===== config.mk =====
export PLATFORM = sky130hd
export DESIGN_NAME = mc_main_ctrl_flat
export DESIGN_NICKNAME = d
export VERILOG_FILES = /design/src/rtl/mc_pkg.sv /design/src/rtl/mc_main_ctrl_if.sv /design/src/rtl/mc_wait_timer.sv /design/src/rtl/mc_main_ctrl.sv /design/src/flat_wrapper.sv
export SDC_FILE = /design/constraint.sdc
export NUM_CORES = 1
export LEC_CHECK = 0
export CAP_MARGIN = 40
export CELL_PAD_IN_SITES_DETAIL_PLACEMENT = 1
export CELL_PAD_IN_SITES_GLOBAL_PLACEMENT = 2
export CORE_ASPECT_RATIO = 1.25
export CORE_MARGIN = 4
export CORE_UTILIZATION = 28
export DETAILED_ROUTE_END_ITERATION = 8
export PLACE_DENSITY_LB_ADDON = 0.1
export SLEW_MARGIN = 10
export SYNTH_ARGS = -nofsm -noshare
export SYNTH_HDL_FRONTEND = slang
export SYNTH_SLANG_ARGS = --single-unit

===== constraint.sdc =====
create_clock -name clk -period 4.51 [get_ports clk]
set_input_delay 1.353 -clock clk [delete_from_list [all_inputs] [get_ports clk]]
set_output_delay 1.353 -clock clk [all_outputs]
set_load 0.02 [all_outputs]

===== src/rtl/mc_pkg.sv =====
// Shared encodings for the multicycle MIPS main controller: opcodes,
// ALU/PC select codes, FSM states and the per-state control decode.
package mc_pkg;

  localparam logic [5:0] OP_RTYPE = 6'b000000;
  localparam logic [5:0] OP_LW    = 6'b100011;
  localparam logic [5:0] OP_SW    = 6'b101011;
  localparam logic [5:0] OP_BEQ   = 6'b000100;
  localparam logic [5:0] OP_J     = 6'b000010;
  localparam logic [5:0] OP_ADDI  = 6'b001000;
  localparam logic [5:0] FUNC_JR  = 6'b001000;

  localparam logic [1:0] ALUOP_ADD  = 2'b00;
  localparam logic [1:0] ALUOP_SUB  = 2'b01;
  localparam logic [1:0] ALUOP_FUNC = 2'b10;

  localparam logic [1:0] SRCB_REG    = 2'b00;
  localparam logic [1:0] SRCB_FOUR   = 2'b01;
  localparam logic [1:0] SRCB_IMM    = 2'b10;
  localparam logic [1:0] SRCB_IMM_SH = 2'b11;

  localparam logic [1:0] PCSRC_ALU    = 2'b00;
  localparam logic [1:0] PCSRC_ALUOUT = 2'b01;
  localparam logic [1:0] PCSRC_JUMP   = 2'b10;
  localparam logic [1:0] PCSRC_REGA   = 2'b11;

  typedef enum logic [3:0] {
    ST_RESET     = 4'd0,
    ST_FETCH     = 4'd1,
    ST_DECODE    = 4'd2,
    ST_MEM_ADDR  = 4'd3,
    ST_MEM_RD    = 4'd4,
    ST_MEM_WB    = 4'd5,
    ST_MEM_WR    = 4'd6,
    ST_R_EXEC    = 4'd7,
    ST_R_WB      = 4'd8,
    ST_JR        = 4'd9,
    ST_BRANCH    = 4'd10,
    ST_JUMP      = 4'd11,
    ST_ADDI_EXEC = 4'd12,
    ST_ADDI_WB   = 4'd13
  } state_t;

  // Moore part of the control word; ir_write and the FETCH pc_write are
  // qualified by mem_ready in the top and are not part of this decode.
  typedef struct packed {
    logic       pc_write;
    logic       pc_write_cond;
    logic       i_or_d;
    logic       mem_read;
    logic       mem_write;
    logic       mem_to_reg;
    logic       reg_dst;
    logic       reg_write;
    logic       alu_src_a;
    logic [1:0] alu_src_b;
    logic [1:0] alu_op;
    logic [1:0] pc_source;
  } ctrl_t;

  localparam ctrl_t CTRL_IDLE = '0;

  function automatic ctrl_t ctrl_decode(input state_t s);
    ctrl_t c;
    c = CTRL_IDLE;
    case (s)
      ST_FETCH: begin
        c.mem_read  = 1'b1;
        c.alu_src_b = SRCB_FOUR;
        c.alu_op    = ALUOP_ADD;
        c.pc_source = PCSRC_ALU;
      end
      ST_DECODE: begin
        c.alu_src_b = SRCB_IMM_SH;
        c.alu_op    = ALUOP_ADD;
      end
      ST_MEM_ADDR, ST_ADDI_EXEC: begin
        c.alu_src_a = 1'b1;
        c.alu_src_b = SRCB_IMM;
        c.alu_op    = ALUOP_ADD;
      end
      ST_MEM_RD: begin
        c.mem_read = 1'b1;
        c.i_or_d   = 1'b1;
      end
      ST_MEM_WB: begin
        c.reg_write  = 1'b1;
        c.mem_to_reg = 1'b1;
      end
      ST_MEM_WR: begin
        c.mem_write = 1'b1;
        c.i_or_d    = 1'b1;
      end
      ST_R_EXEC: begin
        c.alu_src_a = 1'b1;
        c.alu_src_b = SRCB_REG;
        c.alu_op    = ALUOP_FUNC;
      end
      ST_R_WB: begin
        c.reg_write = 1'b1;
        c.reg_dst   = 1'b1;
        c.alu_op    = ALUOP_FUNC;
      end
      ST_JR: begin
        c.pc_write  = 1'b1;
        c.pc_source = PCSRC_REGA;
      end
      ST_BRANCH: begin
        c.alu_src_a     = 1'b1;
        c.alu_src_b     = SRCB_REG;
        c.alu_op        = ALUOP_SUB;
        c.pc_write_cond = 1'b1;
        c.pc_source     = PCSRC_ALUOUT;
      end
      ST_JUMP: begin
        c.pc_write  = 1'b1;
        c.pc_source = PCSRC_JUMP;
      end
      ST_ADDI_WB: begin
        c.reg_write = 1'b1;
      end
      default: c = CTRL_IDLE;
    endcase
    return c;
  endfunction

endpackage


===== src/rtl/mc_main_ctrl_if.sv =====
// Controller <-> datapath bundle. master = controller, slave = datapath.
interface mc_main_ctrl_if;
  logic [5:0] opcode;
  logic [5:0] funct;
  logic       zero;
  logic       mem_ready;
  logic       pc_write;
  logic       pc_write_cond;
  logic       i_or_d;
  logic       mem_read;
  logic       mem_write;
  logic       ir_write;
  logic       mem_to_reg;
  logic       reg_dst;
  logic       reg_write;
  logic       alu_src_a;
  logic [1:0] alu_src_b;
  logic [1:0] alu_op;
  logic [1:0] pc_source;
  logic       mem_timeout;
  logic [3:0] state;

  modport master (
    input  opcode, funct, zero, mem_ready,
    output pc_write, pc_write_cond, i_or_d, mem_read, mem_write, ir_write,
           mem_to_reg, reg_dst, reg_write, alu_src_a, alu_src_b, alu_op,
           pc_source, mem_timeout, state
  );

  modport slave (
    output opcode, funct, zero, mem_ready,
    input  pc_write, pc_write_cond, i_or_d, mem_read, mem_write, ir_write,
           mem_to_reg, reg_dst, reg_write, alu_src_a, alu_src_b, alu_op,
           pc_source, mem_timeout, state
  );
endinterface


===== src/rtl/mc_wait_timer.sv =====
// Counts consecutive not-ready cycles in a memory-wait state and flags
// expiry on the last allowed cycle. MEM_TIMEOUT = 0 never expires.
module mc_wait_timer #(
  parameter int MEM_TIMEOUT = 16
) (
  input  logic clk,
  input  logic rst,
  input  logic i_wait_state,
  input  logic i_mem_ready,
  output logic o_expire
);
  localparam int CNT_W = (MEM_TIMEOUT > 2) ? $clog2(MEM_TIMEOUT) : 1;
  localparam logic [CNT_W-1:0] CNT_LAST = CNT_W'((MEM_TIMEOUT > 0) ? (MEM_TIMEOUT - 1) : 0);

  logic [CNT_W-1:0] r_count;
  logic             w_expire;

  // Expire when the count sits on its last value and memory is still busy.
  always_comb begin
    w_expire = 1'b0;
    if ((MEM_TIMEOUT > 0) && i_wait_state && !i_mem_ready && (r_count == CNT_LAST)) begin
      w_expire = 1'b1;
    end else begin
      w_expire = 1'b0;
    end
  end

  // Any exit from the wait (ready, expiry, other state) restarts the count.
  always_ff @(posedge clk or posedge rst) begin
    if (rst) begin
      r_count <= '0;
    end else if (!i_wait_state || i_mem_ready || w_expire) begin
      r_count <= '0;
    end else begin
      r_count <= r_count + CNT_W'(1);
    end
  end

  assign o_expire = w_expire;
endmodule


===== src/rtl/mc_main_ctrl.sv =====
// Main control FSM of the multicycle MIPS datapath. Control outputs are
// registered decodes of the state being entered; only the FETCH
// ir_write/pc_write strobe follows mem_ready in the same cycle.
module mc_main_ctrl
  import mc_pkg::*;
#(
  parameter int MEM_TIMEOUT = 16
) (
  input logic          clk,
  input logic          rst,
  mc_main_ctrl_if.master bus
);
  state_t r_state;
  state_t w_next_state;
  ctrl_t  r_ctrl;
  logic   r_mem_timeout;
  logic   w_wait_state;
  logic   w_expire;
  logic   w_fetch_load;

  assign w_wait_state = (r_state == ST_FETCH) || (r_state == ST_MEM_RD) || (r_state == ST_MEM_WR);

  mc_wait_timer #(.MEM_TIMEOUT(MEM_TIMEOUT)) u_wait_timer (
    .clk          (clk),
    .rst          (rst),
    .i_wait_state (w_wait_state),
    .i_mem_ready  (bus.mem_ready),
    .o_expire     (w_expire)
  );

  // Next-state selection; a timeout abandons the access and refetches.
  always_comb begin
    w_next_state = r_state;
    if (w_expire) begin
      w_next_state = ST_FETCH;
    end else begin
      case (r_state)
        ST_RESET:  w_next_state = ST_FETCH;
        ST_FETCH: begin
          if (bus.mem_ready) w_next_state = ST_DECODE;
          else               w_next_state = ST_FETCH;
        end
        ST_DECODE: begin
          case (bus.opcode)
            OP_LW, OP_SW: w_next_state = ST_MEM_ADDR;
            OP_RTYPE:     w_next_state = ST_R_EXEC;
            OP_BEQ:       w_next_state = ST_BRANCH;
            OP_J:         w_next_state = ST_JUMP;
            OP_ADDI:      w_next_state = ST_ADDI_EXEC;
            default:      w_next_state = ST_FETCH;
          endcase
        end
        ST_MEM_ADDR: begin
          if (bus.opcode == OP_LW) w_next_state = ST_MEM_RD;
          else                     w_next_state = ST_MEM_WR;
        end
        ST_MEM_RD: begin
          if (bus.mem_ready) w_next_state = ST_MEM_WB;
          else               w_next_state = ST_MEM_RD;
        end
        ST_MEM_WR: begin
          if (bus.mem_ready) w_next_state = ST_FETCH;
          else               w_next_state = ST_MEM_WR;
        end
        ST_R_EXEC: begin
          if (bus.funct == FUNC_JR) w_next_state = ST_JR;
          else                      w_next_state = ST_R_WB;
        end
        ST_ADDI_EXEC: w_next_state = ST_ADDI_WB;
        default:      w_next_state = ST_FETCH;
      endcase
    end
  end

  // State register with the control word decoded for the incoming state.
  always_ff @(posedge clk or posedge rst) begin
    if (rst) begin
      r_state       <= ST_RESET;
      r_ctrl        <= CTRL_IDLE;
      r_mem_timeout <= 1'b0;
    end else begin
      r_state       <= w_next_state;
      r_ctrl        <= ctrl_decode(w_next_state);
      r_mem_timeout <= w_expire;
    end
  end

  assign w_fetch_load = (r_state == ST_FETCH) && bus.mem_ready;

  assign bus.pc_write      = r_ctrl.pc_write | w_fetch_load;
  assign bus.ir_write      = w_fetch_load;
  assign bus.pc_write_cond = r_ctrl.pc_write_cond;
  assign bus.i_or_d        = r_ctrl.i_or_d;
  assign bus.mem_read      = r_ctrl.mem_read;
  assign bus.mem_write     = r_ctrl.mem_write;
  assign bus.mem_to_reg    = r_ctrl.mem_to_reg;
  assign bus.reg_dst       = r_ctrl.reg_dst;
  assign bus.reg_write     = r_ctrl.reg_write;
  assign bus.alu_src_a     = r_ctrl.alu_src_a;
  assign bus.alu_src_b     = r_ctrl.alu_src_b;
  assign bus.alu_op        = r_ctrl.alu_op;
  assign bus.pc_source     = r_ctrl.pc_source;
  assign bus.mem_timeout   = r_mem_timeout;
  assign bus.state         = r_state;
endmodule


===== src/flat_wrapper.sv =====
// flat-port wrapper written by rule: the top's interface ports become plain ports
module mc_main_ctrl_flat import mc_pkg::*;
#(
  parameter int MEM_TIMEOUT = 16
)
  (clk, rst, bus_opcode, bus_funct, bus_zero, bus_mem_ready, bus_pc_write, bus_pc_write_cond, bus_i_or_d, bus_mem_read, bus_mem_write, bus_ir_write, bus_mem_to_reg, bus_reg_dst, bus_reg_write, bus_alu_src_a, bus_alu_src_b, bus_alu_op, bus_pc_source, bus_mem_timeout, bus_state);
  mc_main_ctrl_if bus_i ();
  input logic clk;
  input logic rst;
  input wire logic [$bits(bus_i.opcode)-1:0] bus_opcode;
  input wire logic [$bits(bus_i.funct)-1:0] bus_funct;
  input wire logic [$bits(bus_i.zero)-1:0] bus_zero;
  input wire logic [$bits(bus_i.mem_ready)-1:0] bus_mem_ready;
  output wire logic [$bits(bus_i.pc_write)-1:0] bus_pc_write;
  output wire logic [$bits(bus_i.pc_write_cond)-1:0] bus_pc_write_cond;
  output wire logic [$bits(bus_i.i_or_d)-1:0] bus_i_or_d;
  output wire logic [$bits(bus_i.mem_read)-1:0] bus_mem_read;
  output wire logic [$bits(bus_i.mem_write)-1:0] bus_mem_write;
  output wire logic [$bits(bus_i.ir_write)-1:0] bus_ir_write;
  output wire logic [$bits(bus_i.mem_to_reg)-1:0] bus_mem_to_reg;
  output wire logic [$bits(bus_i.reg_dst)-1:0] bus_reg_dst;
  output wire logic [$bits(bus_i.reg_write)-1:0] bus_reg_write;
  output wire logic [$bits(bus_i.alu_src_a)-1:0] bus_alu_src_a;
  output wire logic [$bits(bus_i.alu_src_b)-1:0] bus_alu_src_b;
  output wire logic [$bits(bus_i.alu_op)-1:0] bus_alu_op;
  output wire logic [$bits(bus_i.pc_source)-1:0] bus_pc_source;
  output wire logic [$bits(bus_i.mem_timeout)-1:0] bus_mem_timeout;
  output wire logic [$bits(bus_i.state)-1:0] bus_state;
  assign bus_i.opcode = bus_opcode;
  assign bus_i.funct = bus_funct;
  assign bus_i.zero = bus_zero;
  assign bus_i.mem_ready = bus_mem_ready;
  assign bus_pc_write = bus_i.pc_write;
  assign bus_pc_write_cond = bus_i.pc_write_cond;
  assign bus_i_or_d = bus_i.i_or_d;
  assign bus_mem_read = bus_i.mem_read;
  assign bus_mem_write = bus_i.mem_write;
  assign bus_ir_write = bus_i.ir_write;
  assign bus_mem_to_reg = bus_i.mem_to_reg;
  assign bus_reg_dst = bus_i.reg_dst;
  assign bus_reg_write = bus_i.reg_write;
  assign bus_alu_src_a = bus_i.alu_src_a;
  assign bus_alu_src_b = bus_i.alu_src_b;
  assign bus_alu_op = bus_i.alu_op;
  assign bus_pc_source = bus_i.pc_source;
  assign bus_mem_timeout = bus_i.mem_timeout;
  assign bus_state = bus_i.state;
  mc_main_ctrl #(.MEM_TIMEOUT(MEM_TIMEOUT)) u_core (.clk(clk), .rst(rst), .bus(bus_i));
endmodule

==> metrics.txt <==
outcome=finished clean; fin. max-slew vios=0; CP arrival=2880 ps; I/O Buffers=35; Seq pwr share=33.8%; Slew headroom=64.99%; Yosys warnings=0; Cells after Synth=112; Psw=365.0 uW; Fin. Hold Viols=0; Worst-Margin Slew=524.0 ps; Worst Hold Depth=1; Die Wd=64.41 um; H-tree Lvls=1; HP Start=u_core.u_wait_timer.r_count[0]$_DFF_PP0_; Die ar.=0.005056 sq mm; reg2reg setup slack=2320 ps; Reg area=550.5 sq um; EDFF count, synth=0; WP data required=3160 ps; Layout Nets=165; capture point of the worst reg-to-reg path=u_core.bus.alu_src_b[0]$_DFF_PP0_; P per Cell Area=566.3 mW/mm^2; reg2reg start=u_core.bus.state[0]$_DFF_PP0_; fmax=0.2362 GHz; final worst path period share=93.86%; crit-path max FO=2; cell area after layout=0.001556 sq mm; CORE AREA=0.003816 sq mm; register bit total from synthesis=22; Peak supply drop=0.0002493 V; switching share of power=41.41%; worst r2r path cells=6; Clock transition at path regs=80 ps; sequential share of the synthesized area=49.44%; initial drt markers=21; Clock power frac=13.3%; unrepaired setup endpoints after global routing=no; dominant synthesized flop cell=dfrtp_1; TritonCTS buffer count=3; worst hold slack=487.1 ps; non-filler instance count after layout=200; post-synthesis area per instance=9.943 sq um; n_diodes=0; cts repair resizes=0; vias in the first global route=1056; global placement routability congestion=0.7269; dpl hpwl=2.263 mm; DP Area=0.001515 sq mm; syn nets=129; clk sinks=22; CP Capture Type=output pin; GR Overflow Total=0; worst-skew pair later-pin latency=260 ps; Ports=37; initial antenna violation count=0; Clock Root Buffer=clkbuf_8; WS Path Type=in2out; area occupied by multi-input gates=505.5 sq um; CTS max path bufs=2; drt pass-1 iters=4; async set-reset flop share out of synthesis=100.0%; antenna-violating nets left=0; Pint=516.5 uW; Fin Clk Skew=7.688 ps; LEAKAGE=0.0006651 uW; total power=881.4 uW; gr usage total=12.69%; postcts setup bufs=0; # setup viols final=0; largest net degree at the start of global routing=13; hold buffers post-CTS=0; CTS tree=yes; setup TNS=0 ps; Hold Crit Class=reg2reg; crit start category=input pin; Max Cap Viol=0; first-pass GRT wire length=5.133 mm; vias=951; vias per cell=4.755; combinational power share=52.9%; detailed-route DRC error count=0; # rows=25; share of layout cells above drive strength 1=7.534%; wire length per cell=14.18 um; Tmin final=4233 ps; Starting Density=29.18%; Layout area overhead=39.78%; routed wire length=2.835 mm; hold path endpoint=u_core.u_wait_timer.r_count[0]$_DFF_PP0_; Yosys cell types=41; placed cells=197; Fillers=453; die height=78.51 um; mapped cell area=0.001114 sq mm
## per-layer routing
layer | track usage (%) | part of all wire (%) | vias to the layer above
met3 | 2.718 | 4.9 | 2
met1 | 16.13 | 44 | 464
met2 | 21.69 | 51 | 24
met5 | 0 | 0 | -
met4 | 3.171 | 0.28 | 0
li1 | - | - | 461
## layout make-up
| class | instances | area share (%) |
|---|---|---|
| flip-flops and latches | 22 | 35.37 |
| multi-input cells | 79 | 32.48 |
| repair buffers | 37 | 23.96 |
| well taps | 54 | 4.341 |
| clock buffers | 3 | 2.653 |
| inverters | 5 | 1.206 |
## metrics by stage
| step | utilization [%] | setup WS, ps |
|---|---|---|
| 3_3_place_gp | 39.31 | 309.6 |
| 5_1_grt | 40.79 | 190.0 |
| 3_5_place_dp | 39.70 | 242.7 |
| 2_1_floorplan | - | 977.0 |
| 6_report | 40.79 | 276.8 |
| 4_1_cts | 40.79 | 231.6 |
## kinds of logic (layout without fill, tap and decap cells)
logic type | Yosys count | in the layout | synth area share [%]
AOI/OAI and AO/OA | 21 | 21 | 13.82
adders and majority gates | 1 | 1 | 1.123
buffers and inverters | 11 | 45 | 5.168
DFF | 22 | 22 | 49.44
and+or+nand+nor | 51 | 51 | 25.62
muxes | 1 | 1 | 0.8989
xor gates and xnor gates | 5 | 5 | 3.933
## critical path: stages
cell and delay [ps]:
clkdlybuf4s50_1 480, nand2_1 70, nor3_1 220, or2_2 160, clkdlybuf4s50_1 590
## power groups by stage
stage / combinational [uW] / clock, uW / sequential (uW)
6_report: 467 / 117 / 298
2_1_floorplan: 297 / 0 / 325
5_1_grt: 523 / 133 / 308
4_1_cts: 475 / 122 / 300
3_5_place_dp: 472 / 0 / 302
3_3_place_gp: 472 / 0 / 300
## cells in the final DEF, fill, tap and decap left out, types with 2 or more instances in the layout
cell type and instances:
o21ai_0 2, inv_1 5, clkdlybuf4s50_1 35, clkbuf_8 3
nand4b_1 2, nor3_1 8, nand3_1 4, nor2_1 15
or3_1 3, nand2_1 3, xor2_1 2, dfrtp_1 22
xnor2_1 3, a21oi_1 5, and2_1 3, nand2b_1 4
o2bb2ai_1 2, a311oi_1 2
## worst max path at each step
| stage | slack (ps) | depth (start not counted) | endpoint | startpoint |
|---|---|---|---|---|
| finish | 280 | 5 | bus_pc_write | bus_mem_ready |
| global route | 190 | 5 | bus_pc_write | bus_mem_ready |
| CTS | 230 | 5 | bus_pc_write | bus_mem_ready |
| detailed placement | 240 | 5 | bus_pc_write | bus_mem_ready |
| global placement | 310 | 5 | bus_pc_write | bus_mem_ready |
| floorplan | 980 | 3 | bus_pc_write | bus_mem_ready |
## cell usage after synthesis (2+ instances only)
master / count / share of area [%]
dfrtp_1: 22 / 49
nor2_1: 15 / 5.1
nor3_1: 8 / 3.6
a21oi_1: 5 / 2.2
inv_1: 5 / 1.7
nand2b_1: 4 / 2.2
nand3_1: 4 / 1.8
and2_1: 3 / 1.7
nand2_1: 3 / 1.0
or3_1: 3 / 1.7
xnor2_1: 3 / 2.4
a311oi_1: 2 / 1.6
buf_4: 2 / 1.3
clkbuf_1: 2 / 0.67
nand4b_1: 2 / 1.6
o21ai_0: 2 / 0.90
o2bb2ai_1: 2 / 1.6
xor2_1: 2 / 1.6
(Power assumes the default switching activity.)
